`src/rtl/plab4_net_router_output_ctrl_tdm.sv`:
```
// plab4_net_router_output_ctrl_tdm: router output-port arbiter, round-robin or TDM-partitioned by security domain
//
// Ports:
//   clk, reset           clock, synchronous active-high reset
//   reqs_i[2:0]          per-input-controller request, already qualified by in_val
//   in_domains_i         domain tag of each requester's head message, i*c_dom_nbits +: c_dom_nbits
//   tp_en_i              1 = time-multiplex the port between domains, 0 = plain round-robin
//   out_rdy_i            downstream can accept a message this cycle
//   grants_o[2:0]        one-hot grant (transfer happens this cycle) or zero
//   out_val_o            some requester is eligible
//   out_sel_o[1:0]       index of the selected requester, drives the output mux
//   cur_domain_o         domain owning the current time slot
module plab4_net_router_output_ctrl_tdm #(
    parameter int p_num_domains = 2,
    parameter int p_slot_len    = 4,
    localparam int c_dom_nbits  = (p_num_domains > 1) ? $clog2(p_num_domains) : 1
) (
    input  logic                     clk,
    input  logic                     reset,
    input  logic [2:0]               reqs_i,
    input  logic [3*c_dom_nbits-1:0] in_domains_i,
    input  logic                     tp_en_i,
    input  logic                     out_rdy_i,
    output logic [2:0]               grants_o,
    output logic                     out_val_o,
    output logic [1:0]               out_sel_o,
    output logic [c_dom_nbits-1:0]   cur_domain_o
);

    localparam int c_slot_nbits = (p_slot_len > 1) ? $clog2(p_slot_len) : 1;

    logic [c_slot_nbits-1:0] slot_cnt_q, slot_cnt_d;
    logic [c_dom_nbits-1:0]  cur_domain_q, cur_domain_d;
    logic [2:0]              prio_q [p_num_domains];
    logic [2:0]              prio_d [p_num_domains];

    logic [2:0]             elig;
    logic [c_dom_nbits-1:0] act_idx;
    logic [2:0]             act;
    logic [1:0]             start, c1, c2, sel;
    logic                   slot_wrap, any, fire;

    // The slot schedule free-runs regardless of traffic so grant timing of
    // one domain never depends on another domain's behaviour.
    always_comb begin
        slot_wrap    = slot_cnt_q == c_slot_nbits'(p_slot_len - 1);
        slot_cnt_d   = slot_wrap ? '0 : slot_cnt_q + 1'b1;
        cur_domain_d = !slot_wrap ? cur_domain_q
                     : (cur_domain_q == c_dom_nbits'(p_num_domains - 1)) ? '0
                     : cur_domain_q + 1'b1;
    end

    always_comb begin
        for (int i = 0; i < 3; i++)
            elig[i] = reqs_i[i] & (~tp_en_i | (in_domains_i[i*c_dom_nbits +: c_dom_nbits] == cur_domain_q));
        act_idx = tp_en_i ? cur_domain_q : '0;
        act     = prio_q[act_idx];
        // Scan order starts at the pointer's set bit and wraps modulo 3.
        start   = act[1] ? 2'd1 : act[2] ? 2'd2 : 2'd0;
        c1      = (start == 2'd2) ? 2'd0 : start + 2'd1;
        c2      = (start == 2'd0) ? 2'd2 : start - 2'd1;
        sel     = elig[start] ? start : elig[c1] ? c1 : elig[c2] ? c2 : 2'd0;
        any     = ~reset & (|elig);
        fire    = any & out_rdy_i;
    end

    assign out_val_o    = any;
    assign out_sel_o    = any ? sel : 2'd0;
    assign grants_o     = {sel == 2'd2, sel == 2'd1, sel == 2'd0} & {3{fire}};
    assign cur_domain_o = reset ? '0 : cur_domain_q;

    // Only the pointer that arbitrated this cycle moves, to just past the winner.
    always_comb begin
        prio_d = prio_q;
        if (fire)
            prio_d[act_idx] = {sel == 2'd1, sel == 2'd0, sel == 2'd2};
    end

    always_ff @(posedge clk) begin
        if (reset) begin
            slot_cnt_q   <= '0;
            cur_domain_q <= '0;
            for (int d = 0; d < p_num_domains; d++)
                prio_q[d] <= 3'b001;
        end else begin
            slot_cnt_q   <= slot_cnt_d;
            cur_domain_q <= cur_domain_d;
            prio_q       <= prio_d;
        end
    end

endmodule

```
`config.mk`:
```
export PLATFORM = sky130hd
export DESIGN_NAME = plab4_net_router_output_ctrl_tdm
export DESIGN_NICKNAME = d
export VERILOG_FILES = /design/src/rtl/plab4_net_router_output_ctrl_tdm.sv
export SDC_FILE = /design/constraint.sdc
export NUM_CORES = 1
export LEC_CHECK = 0
export CAP_MARGIN = 20
export CORE_MARGIN = 2
export CORE_UTILIZATION = 29
export CTS_BUF_LIST = sky130_fd_sc_hd__clkbuf_16
export CTS_CLUSTER_SIZE = 30
export DETAILED_ROUTE_END_ITERATION = 6
export DONT_BUFFER_PORTS = 1
export PLACE_DENSITY = 0.48
export SYNTH_ARGS = -nofsm -noshare
export SYNTH_HDL_FRONTEND = slang
export SYNTH_SLANG_ARGS = --single-unit
```
`constraint.sdc`:
```
create_clock -name clk -period 1.6 [get_ports clk]
set_input_delay 0.32 -clock clk [delete_from_list [all_inputs] [get_ports clk]]
set_output_delay 0.32 -clock clk [all_outputs]
set_load 0.03 [all_outputs]
```
# Word level (Yosys, flattened, before mapping)

Index checks and enable logic that the tools add are counted.

Register bits after elaboration: 9
Input port bits: 10

Add/subtract/negate cells: 4
Order comparisons: 5
Eq/ne operators: 7
Multiplexer cells: 23
Bitwise gates (word level): 12
Reductions and logical operators: 5

Operators with widths:

| cell                                                       | count |
|---|---|
| two-way mux 2 bit                                          | 8 |
| two-way mux 3 bit                                          | 4 |
| less-than comparator 2 x 3 -> 1 bit, second input constant | 3 |
| binary-select mux 1 bit (select 2 bit)                     | 3 |
| bitwise mux 6 bit                                          | 1 |
| equality test 2 bit, second input constant                 | 3 |
| two-way mux 1 bit                                          | 6 |
| AND 1 bit                                                  | 5 |
| adder 2 x 1 -> 2 bit, second input constant                | 2 |
| logical NOT 2 bit                                          | 2 |
| AND 3 bit                                                  | 1 |
| demux 3 bit (select 1 bit)                                 | 1 |
| equality test 1 bit                                        | 3 |
| bitwise OR 1 bit                                           | 3 |
| OR reduction 3 bit                                         | 1 |
| equality test 2 x 1 -> 1 bit, second input constant        | 1 |
| greater-or-equal comparator 2 bit, second input constant   | 1 |
| less-than comparator 2 x 1 -> 1 bit, second input constant | 1 |
| NOT 1 bit                                                  | 2 |
| NOT 1 -> 2 bit                                             | 1 |
| OR reduction 2 bit                                         | 1 |
| subtractor 2 x 1 -> 2 bit, second input constant           | 1 |
| adder 1 bit, second input constant                         | 1 |
| logical AND 1 bit                                          | 1 |

# Logic depth before layout (Yosys ltp)

Gate-level depths: netlist (run 1).

Word-level depth: 16
Gate-level depth with buffers: 6
Depth with buffers taken out: 5

# Worst setup path after synthesis (run 1)

No wires, ideal clock.

Path type: reg2out
Start: reg cur_domain_q
End: out grants_o[1]
Arrival time: 1782 ps
Data required time: 1280 ps
Slack: -502 ps
Stages on the path, launching flop included: 6
Cell sequence: dfxtp_1 > buf_6 > and4b_1 > a32o_1 > a211o_1 > nor3_1

Word-level cells in the longest chain between the ends: 16

RTL lines:

| item                                                           | line | RTL |
|---|---|---|
| from (decl)                                                    | 33   | `logic [c_dom_nbits-1:0] cur_domain_q, cur_domain_d;` |
| from (signal assigned)                                         | 87   | `cur_domain_q <= cur_domain_d;` |
| two-way mux 1 bit                                              | 56   | `act_idx = tp_en_i ? cur_domain_q : '0;` |
| NOT 1 -> 2 bit (implied by the code)                           | 57   | `act = prio_q[act_idx];` |
| two-way mux 3 bit (implied by the code) (3 in a row)           | 57   |  |
| two-way mux 2 bit (2 in a row)                                 | 59   | `start = act[1] ? 2'd1 : act[2] ? 2'd2 : 2'd0;` |
| subtractor 2 x 1 -> 2 bit or logical NOT 2 bit (tied branches) | 61   | `c2 = (start == 2'd0) ? 2'd2 : start - 2'd1;` |
| two-way mux 2 bit                                              | 61   |  |
| binary-select mux 1 bit (select 2 bit)                         | 62   | `sel = elig[start] ? start : elig[c1] ? c1 : elig[c2] ? c2 : 2'd0;` |
| two-way mux 1 bit (implied by the code)                        | 62   |  |
| two-way mux 2 bit (3 in a row)                                 | 62   |  |
| equality test 2 x 1 -> 1 bit                                   | 69   | `assign grants_o = {sel == 2'd2, sel == 2'd1, sel == 2'd0} & {3{fire}};` |
| AND 3 bit *                                                    | 69   |  |
| to (decl)                                                      | 24   | `output logic [2:0] grants_o,` |

Mark *: on every way between the ends. The rest lies on a longest branch, timed or not. The select of a mux whose other input is x is not followed.

# Worst setup path in the final report (run 1)

Start: reg cur_domain_q
End: out out_sel_o[0]

Word-level cells in the longest chain between the ends: 15

RTL lines:

| item                                                           | line | RTL |
|---|---|---|
| two-way mux 1 bit                                              | 56   |  |
| NOT 1 -> 2 bit (implied by the code)                           | 57   |  |
| two-way mux 3 bit (implied by the code) (3 in a row)           | 57   |  |
| two-way mux 2 bit (2 in a row)                                 | 59   |  |
| subtractor 2 x 1 -> 2 bit or logical NOT 2 bit (tied branches) | 61   |  |
| two-way mux 2 bit                                              | 61   |  |
| binary-select mux 1 bit (select 2 bit)                         | 62   |  |
| two-way mux 1 bit (implied by the code)                        | 62   |  |
| two-way mux 2 bit (3 in a row)                                 | 62   |  |
| two-way mux 2 bit *                                            | 68   | `assign out_sel_o = any ? sel : 2'd0;` |
| to (decl)                                                      | 26   | `output logic [1:0] out_sel_o,` |

Marks and branches as above.

==> impl_metrics.ini, run 1 <==
[power_and_ir_drop]
power_leakage_uw = 0.000391
switching_power_uw = 195
switching_share_pct = 23.5
combPwrFrac_pct = 28.2
internal_power_uw = 635
share_seq_of_total_power_pct = 23.4
clockPowerShare_pct = 48.4
power_density_nw_per_um2 = 856
p_total_uw = 830
vdd_drop_max_mv = 1.32

[detailed_routing]
drc = 0
wire_per_inst_um = 13.0
postRouteWirelength_um = 1390
postRouteAntennaNets = 0
vias_per_cell = 5.12
via_count = 548
dr.pass1.iters = 2
first_iter_violations = 1

[synth]
syn_nets = 75
synth-seq-cells = 7
postSynthAreaPerCell_um2 = 7.90
synth.distinct_cells = 31
netlist_area_um2 = 505
seq_area_frac_synth_pct = 27.7
netlist.area_leader.share_pct = 27.7
yosysTopAreaCell = dfxtp_1
yosys_warnings = 0
synth_area_leaders = dfxtp_1 28%, o21ai_0 7.9%, xnor2_1 5.2%, inv_1 4.5%, nor2_1 4.5%
syn_inst = 64

[placed_design]
post-place-ws_ns = -0.295
finalWeightedCongestion = 0.784
io_buffer_count = 0
dpl.hpwl_um = 1060

[floorplan]
fp.dieW_um = 45.8
die_y_um = 45.8
die_area_um2 = 2090
start_util_pct = 29.9
io-pin-count = 17
coreArea_um2 = 1690
rows = 15

[cells_and_area]
final_cell_mix = 15 x buf_4, 7 x inv_1, 5 x buf_6, 5 x dfxtp_1, 4 x buf_12
final_common_cell = buf_4
final_net_count = 102
synthToLayoutAreaGrowth_pct = 91.8
antennaDiodeCount = 0
drive_above_1_share_pct = 54.4

[flow_run]
maxCapViolCount = 0

[timing]
fmax_mhz = 495
clock_skew_ns = 0.000275
setup_ws_ns = -0.421
post-route-period-util_pct = 126
relSlewSlack_pct = 81.1
slew_viol_final = 0
finalHoldViolCount = 0
finalCriticalPeriod_ns = 2.02
worstMarginPinSlew_ns = 0.284
setup_viol = 7
grt_setup_unrepaired = yes

[worst_setup_path]
crit_required_ns = 1.28
start_kind = register
cp.arrival_ns = 1.70
worstPathMaxFanout = 6
r2r_cells = 5
endpoint_kind = output port
crit_type = reg2out

[global_route]
grt_pass1_wl_um = 2420
track_usage_pct = 15.9
grt_pass1_vias = 592
grt_max_degree = 13
gr-total-overflow = 0
antenna_found_initial = 0

[worst_hold_path]
hp-class = in2reg
holdPathStages = 1

[run_status]
failed_checks = setup timing
status = finished with violations

[clock_tree]
cts_tree = done
cts_buffers = 3
clock_sinks = 7
cts_max_path_buffers = 2
clk_pin_slew_ns = 0.03
cts_htree_levels = 1
cts_root_buffer = clkbuf_16
insertion_delay_ns = 0.22
## repair_timing
| action | CTS | global route |
|---|---|---|
| gates resized for setup | 20 | 7 |
| gates cloned | 0 | 0 |
| hold buffers | 0 | 0 |
| pin swaps | 6 | 5 |
| setup buffers | 2 | 1 |
| hold endpoints to repair | 0 | 0 |
| setup endpoints to repair | 10 | 10 |
## power groups by stage
stage,clock network [uW],logic (uW),registers (uW)
floorplan,0,119,194
global placement,0,187,197
detailed placement,0,188,198
CTS,414,223,193
global route,426,254,195
finish,402,234,194
## per-stage QoR
stage	hold WS [ns]	area, um2	setup TNS [ns]	instances	utilization, %
finish	0.157	970	-2.27	107	57.4
global route	0.151	970	-2.84	107	57.4
CTS	0.153	933	-2.32	106	55.3
detailed placement	0.389	761	-2.19	100	45.0
global placement	0.386	761	-1.92	100	45.0
floorplan	0.398	547	-0.832	64	-
## layer usage
| layer | global-route usage, % | vias to the layer above | routed length [um] |
|---|---|---|---|
| li1 | - | 284 | - |
| met1 | 20.6 | 253 | 611 |
| met2 | 27.6 | 11 | 722 |
| met3 | 4.76 | 0 | 59 |
| met4 | 0 | 0 | 0 |
| met5 | 0 | - | 0 |
## final timing paths
| check | startpoint | slack, ns | to |
|---|---|---|---|
| setup / recovery | cur_domain_q$_SDFFE_PP0P_ | -0.42 | out_sel_o[0] |
| hold / removal | reset | 0.16 | prio_q[5]$_SDFFE_PP0P_ |
| setup reg to reg | cur_domain_q$_SDFFE_PP0P_ | -0.11 | prio_q[5]$_SDFFE_PP0P_ |
| hold reg to reg | slot_cnt_q[0]$_SDFF_PP0_ | 0.41 | slot_cnt_q[0]$_SDFF_PP0_ |
## kinds of logic after synthesis
logic type / share of synthesized area [%]
flip-flops: 27.7
adder cells (fa/ha/maj): 2.47
buffers and inverters: 7.42
XOR/XNOR: 5.20
multiplexers: 4.21
AO/OA/AOI/OAI: 28.7
AND/OR/NAND/NOR: 24.3
## worst max-delay path: stages (launching register included)
cell and delay [ns]:
dfxtp_4 0.35, and4b_2 0.23, a31o_1 0.22, a211o_4 0.38, nor3_4 0.15, buf_12 0.14
## layout make-up
type	instances	area, um2
Fill cell	164	719
Multi-Input combinational cell	49	453
Timing Repair Buffer	24	249
Sequential cell	7	145
Clock buffer	3	75.1
Inverter	6	22.5
Tap cell	17	21.3
Clock inverter	1	3.75
## Yosys cell counts
master / n
nand2b_1: 1
nand2_1: 3
inv_1: 6
clkbuf_1: 1
a211oi_1: 2
o21a_1: 1
ha_1: 1
mux2i_1: 1
a32o_1: 1
buf_6: 1
mux2_2: 1
nor2b_1: 1
a22o_1: 1
and4b_2: 1
a211o_1: 1
a22oi_1: 1
nand2_2: 1
nor3b_1: 2
a21oi_2: 1
a21o_2: 1
and4b_1: 1
a31o_1: 1
a21oi_1: 2
xnor2_1: 3
and2b_1: 1
nor2_1: 6
o21ai_0: 8
nor3_1: 4
dfxtp_1: 7
or3_1: 1
o2111a_1: 1
## sequential cells by signal (all words and copies together), names as in the netlist
| name | flops |
|---|---|
| prio_q | 4 |
| cur_domain_q | 1 |
| slot_cnt_q | 2 |
Note: power is estimated with default switching activity, not from simulation.
==> run 2: changes to the inputs <==
CORE_AREA = 2 2 39 41   (was default)
CORE_MARGIN = default   (was 2)
CORE_UTILIZATION = default   (was 29)
DIE_AREA = 0 0 41 43   (was default)
PLACE_DENSITY = 0.56   (was 0.48)
clock period = 2.5 ns   (was 1.6 ns; I/O delays follow)
==> impl_metrics.ini, run 2 (same netlist as run 1, synthesis figures left out) <==
[run_status]
status = finished clean

[power_and_ir_drop]
clockPowerShare_pct = 56.8
combPwrFrac_pct = 16.0
power_density_nw_per_um2 = 734
p_total_uw = 466
switching_share_pct = 22.7
vdd_drop_max_mv = 0.624
internal_power_uw = 360
switching_power_uw = 106
power_leakage_uw = 0.000260
share_seq_of_total_power_pct = 27.2

[worst_setup_path]
r2r_cells = 5
crit_required_ns = 2.00
cp_cell_sequence = and4b_2 -> a31o_1 -> a211o_1 -> nor3_1 -> buf_4
critPathMaxStageDelay_ns = 0.37
cp_top_family = compound AO/OA/AOI/OAI gates
cp.buffers_inverters = 1
regToRegEndpoint = prio_q[2]$_SDFFE_PP0P_
slowest_stage = dfxtp_2
worstSetupStartpoint = cur_domain_q$_SDFFE_PP0P_
cp.arrival_ns = 1.76
r2r_start = cur_domain_q$_SDFFE_PP0P_
crit_type = reg2out
start_kind = register
reg2reg_setup_slack_ns = 0.78
worstPathMaxFanout = 11
endpoint_kind = output port

[clock_tree]
cts_root_buffer = clkbuf_16
cts_buffers = 3
cts_resized = 0
cts_htree_levels = 1
cts_max_path_buffers = 2
clk_pin_slew_ns = 0.04
cts_hold_buffers = 0
post_cts_buffers = 0
cts_tree = done
insertion_delay_ns = 0.23
clock_sinks = 7

[flow_run]
maxCapViolCount = 0

[cells_and_area]
final_cell_mix = 7 x inv_1, 7 x o21ai_0, 6 x nor2_1, 6 x buf_4, 6 x dfxtp_1
multiInputGateArea_um2 = 328
utilization_pct = 45.9
regMostFlops = prio_q
antennaDiodeCount = 0
n_fill_cell = 140
largest_register_ff_count = 4
synthToLayoutAreaGrowth_pct = 25.7
top_regs = prio_q: 4 flops, slot_cnt_q: 2 flops, cur_domain_q: 1 flops
final_net_count = 84
drive_above_1_share_pct = 20.8
seq_area_um2 = 141

[floorplan]
start_util_pct = 36.5
io-pin-count = 17
die_area_um2 = 1760
rows = 14
coreArea_um2 = 1380
fp.dieW_um = 41
die_y_um = 43

[global_route]
antenna_found_initial = 0
grt_max_degree = 13
gr-total-overflow = 0
track_usage_pct = 13.6
grt_pass1_vias = 417
grt_pass1_wl_um = 1630

[worst_hold_path]
min_from = reset
holdPathStages = 1
min_to = prio_q[5]$_SDFFE_PP0P_
hp-class = in2reg

[timing]
grt_setup_unrepaired = no
fmax_mhz = 443
tns_ns = 0
worstMarginPinSlew_ns = 0.585
finalHoldViolCount = 0
post-route-period-util_pct = 90.3
relSlewSlack_pct = 60.9
slew_viol_final = 0
finalCriticalPeriod_ns = 2.26
clock_skew_ns = 0.000775
setup_ws_ns = 0.242
whs_ns = 0.331
setup_viol = 0

[detailed_routing]
postRouteWirelength_um = 1120
drc = 0
vias_per_cell = 5.56
first_iter_violations = 5
dr.pass1.iters = 4
via_count = 489
wire_per_inst_um = 12.7
postRouteAntennaNets = 0

[placed_design]
post-place-ws_ns = 0.283
finalWeightedCongestion = 0.778
io_buffer_count = 0
==> run 2: cell types whose count changed in the layout (fill, tap and decap cells not counted), sizes merged <==
| cell | delta |
|---|---|
| buf | -18 |
==> run 2: layout make-up <==
class	count	area share, %
sequential	7	22.2
tap	16	3.15
timing repair buffer	6	7.09
clock buffer	3	11.8
inverter	6	3.54
multi-input combinational	49	51.6
clock inverter	1	0.591
==> run 2: power by group through the flow <==
stage	clock, uW	combinational (uW)	sequential [uW]
floorplan	0	64.9	124
global placement	0	73.7	128
detailed placement	0	73.7	128
CTS	269	74.3	126
global route	276	82.2	128
finish	265	74.6	127
==> run 2: stage by stage <==
| stage | instances | instance area (um2) |
|---|---|---|
| 5_1_grt | 88 | 636 |
| 4_1_cts | 88 | 634 |
| 2_1_floorplan | 64 | 505 |
| 6_report | 88 | 636 |
| 3_5_place_dp | 84 | 556 |
| 3_3_place_gp | 84 | 556 |
==> run 2: worst max path at each step <==
stage,to,depth (start not counted)
finish,grants_o[1],5
global route,grants_o[1],5
CTS,grants_o[0],6
detailed placement,grants_o[0],6
global placement,grants_o[0],6
floorplan,grants_o[1],4
==> run 2: routing by layer <==
layer / up-vias / part of all wire (%) / routed length (um) / GRT usage, %
met3: 2 / 6.4 / 71 / 4.71
met5: - / 0 / 0 / 0
met4: 0 / 0.72 / 8 / 6.00
li1: 245 / - / - / -
met2: 11 / 45 / 501 / 17.8
met1: 231 / 48 / 535 / 19.4
==> run 3: changes to the inputs <==
CORE_AREA = 4 4 41 43   (was 2 2 39 41)
DIE_AREA = 0 0 45 47   (was 0 0 41 43)
MAX_ROUTING_LAYER = met4   (was default)
==> impl_metrics.ini, run 3 (same netlist as run 1, synthesis figures left out) <==
[global_route]
grtUsageMet1_pct = 17.4
busiest_layer = met2
grt_pass1_wl_um = 1860
met2_usage_pct = 17.8
gr-total-overflow = 0
track_usage_pct = 13.3
grt_max_degree = 13
grt_pass1_vias = 417
antenna_found_initial = 0
grtUsageMet3_pct = 3.45

[timing]
fmax_mhz = 441
clock_skew_ns = 0.00208
relSlewSlack_pct = 60.1
tns_ns = 0
post-route-period-util_pct = 90.7
finalCriticalPeriod_ns = 2.27
worstMarginPinSlew_ns = 0.598
slew_viol_final = 0
finalHoldViolCount = 0
grt_setup_unrepaired = no
setup_viol = 0

[worst_setup_path]
r2r_cells = 5
slowest_stage = dfxtp_2
reg2reg_setup_slack_ns = 0.76
cp_top_family = compound AO/OA/AOI/OAI gates
crit_path_end = grants_o[0]
worstPathMaxFanout = 11
cp_common_cell = o21ai_0
cp_cell_sequence = xnor2_1 -> o21ai_0 -> a21o_2 -> o21ai_0 -> nor3_1 -> buf_4
critPathMaxStageDelay_ns = 0.45
crit_required_ns = 2.00
start_kind = register
endpoint_kind = output port
cp.arrival_ns = 1.77
regToRegEndpoint = prio_q[5]$_SDFFE_PP0P_
cp.depth = 6
r2r_start = cur_domain_q$_SDFFE_PP0P_
crit_type = reg2out
cp.buffers_inverters = 1
worstSetupStartpoint = cur_domain_q$_SDFFE_PP0P_

[floorplan]
fp.dieW_um = 45
rows = 13
io-pin-count = 17
coreArea_um2 = 1300
die_area_um2 = 2120
start_util_pct = 38.8
die_y_um = 47

[detailed_routing]
vias_per_cell = 5.52
first_iter_violations = 1
via_count = 480
drc = 0
wire_per_inst_um = 13.6
dr.pass1.iters = 3
postRouteAntennaNets = 0
postRouteWirelength_um = 1180

[cells_and_area]
fin_area_um2 = 636
utilization_pct = 48.8
synthToLayoutAreaGrowth_pct = 25.7
top_regs = prio_q: 4 flops, slot_cnt_q: 2 flops, cur_domain_q: 1 flops
drive_above_1_share_pct = 22.2
final_net_count = 84
largest_register_ff_count = 4
final_cell_mix = 7 x o21ai_0, 6 x inv_1, 6 x nor2_1, 6 x buf_4, 6 x dfxtp_1
final_common_cell = o21ai_0
regMostFlops = prio_q
antennaDiodeCount = 0

[clock_tree]
cts_htree_levels = 1
cts_max_path_buffers = 2
cts_tree = done
cts_root_buffer = clkbuf_16
insertion_delay_ns = 0.23
cts_buffers = 3
clock_sinks = 7
cts_hold_buffers = 0
clk_pin_slew_ns = 0.04

[placed_design]
io_buffer_count = 0
finalWeightedCongestion = 0.743
dpl.hpwl_um = 924
place_area_um2 = 554

[power_and_ir_drop]
vdd_drop_max_mv = 0.557
power_density_nw_per_um2 = 741
power_leakage_uw = 0.000259

[run_status]
status = finished clean

[flow_run]
maxCapViolCount = 0

[worst_hold_path]
hp-class = in2reg
==> run 3: cell type report <==
| class | instances | area [um2] |
|---|---|---|
| Clock buffer | 3 | 75.1 |
| Clock inverter | 1 | 5.00 |
| Fill cell | 135 | 666 |
| Inverter | 6 | 22.5 |
| Multi-Input combinational cell | 49 | 328 |
| Sequential cell | 7 | 141 |
| Tap cell | 15 | 18.8 |
| Timing Repair Buffer | 6 | 45.0 |
==> run 3: worst min path at each step <==
stage                                   from                   endpoint  depth (start not counted)
floorplan           slot_cnt_q[0]$_SDFF_PP0_   slot_cnt_q[0]$_SDFF_PP0_                          1
global placement    slot_cnt_q[0]$_SDFF_PP0_   slot_cnt_q[0]$_SDFF_PP0_                          1
detailed placement  slot_cnt_q[0]$_SDFF_PP0_   slot_cnt_q[0]$_SDFF_PP0_                          1
CTS                                    reset     prio_q[5]$_SDFFE_PP0P_                          1
global route                           reset     prio_q[5]$_SDFFE_PP0P_                          1
finish                                 reset  cur_domain_q$_SDFFE_PP0P_                          1
==> run 3: power by group <==
group	leakage [uW]	internal [uW]	switching, uW
Sequential	0.0000577	120	6.76
Clock	0.0000409	210	60.3
Combinational	0.000160	32.4	41.6
==> run 3: repair_timing <==
item                       in CTS  in global routing
setup buffers                   0                  0
setup endpoints to repair       0                  4
hold endpoints to repair        0                  0
resized for setup               0                  2
==> run 3: per-stage QoR <==
step                std cells  hold WS (ns)  setup WS [ns]  power [uW]
floorplan                  64         0.398          0.118         189
global placement           83         0.406          0.334         201
detailed placement         83         0.410          0.284         202
CTS                        87         0.330        0.00248         475
global route               87         0.328         0.0224         491
finish                     87         0.331          0.232         471
==> run 3: worst reg2reg max path, stage by stage, from the launching register on <==
cell and delay (ns):
dfxtp_2 0.38, and4b_2 0.26, a31o_1 0.19, a211o_1 0.34
or3_1 0.37, a21oi_2 0.13
==> run 3: per-layer routing <==
metal | part of all wire [%] | routed length (um) | up-vias
met5 | 0 | 0 | -
met4 | 2.0 | 23 | 0
met3 | 6.5 | 77 | 4
met2 | 46 | 538 | 12
met1 | 46 | 539 | 215
li1 | - | - | 249
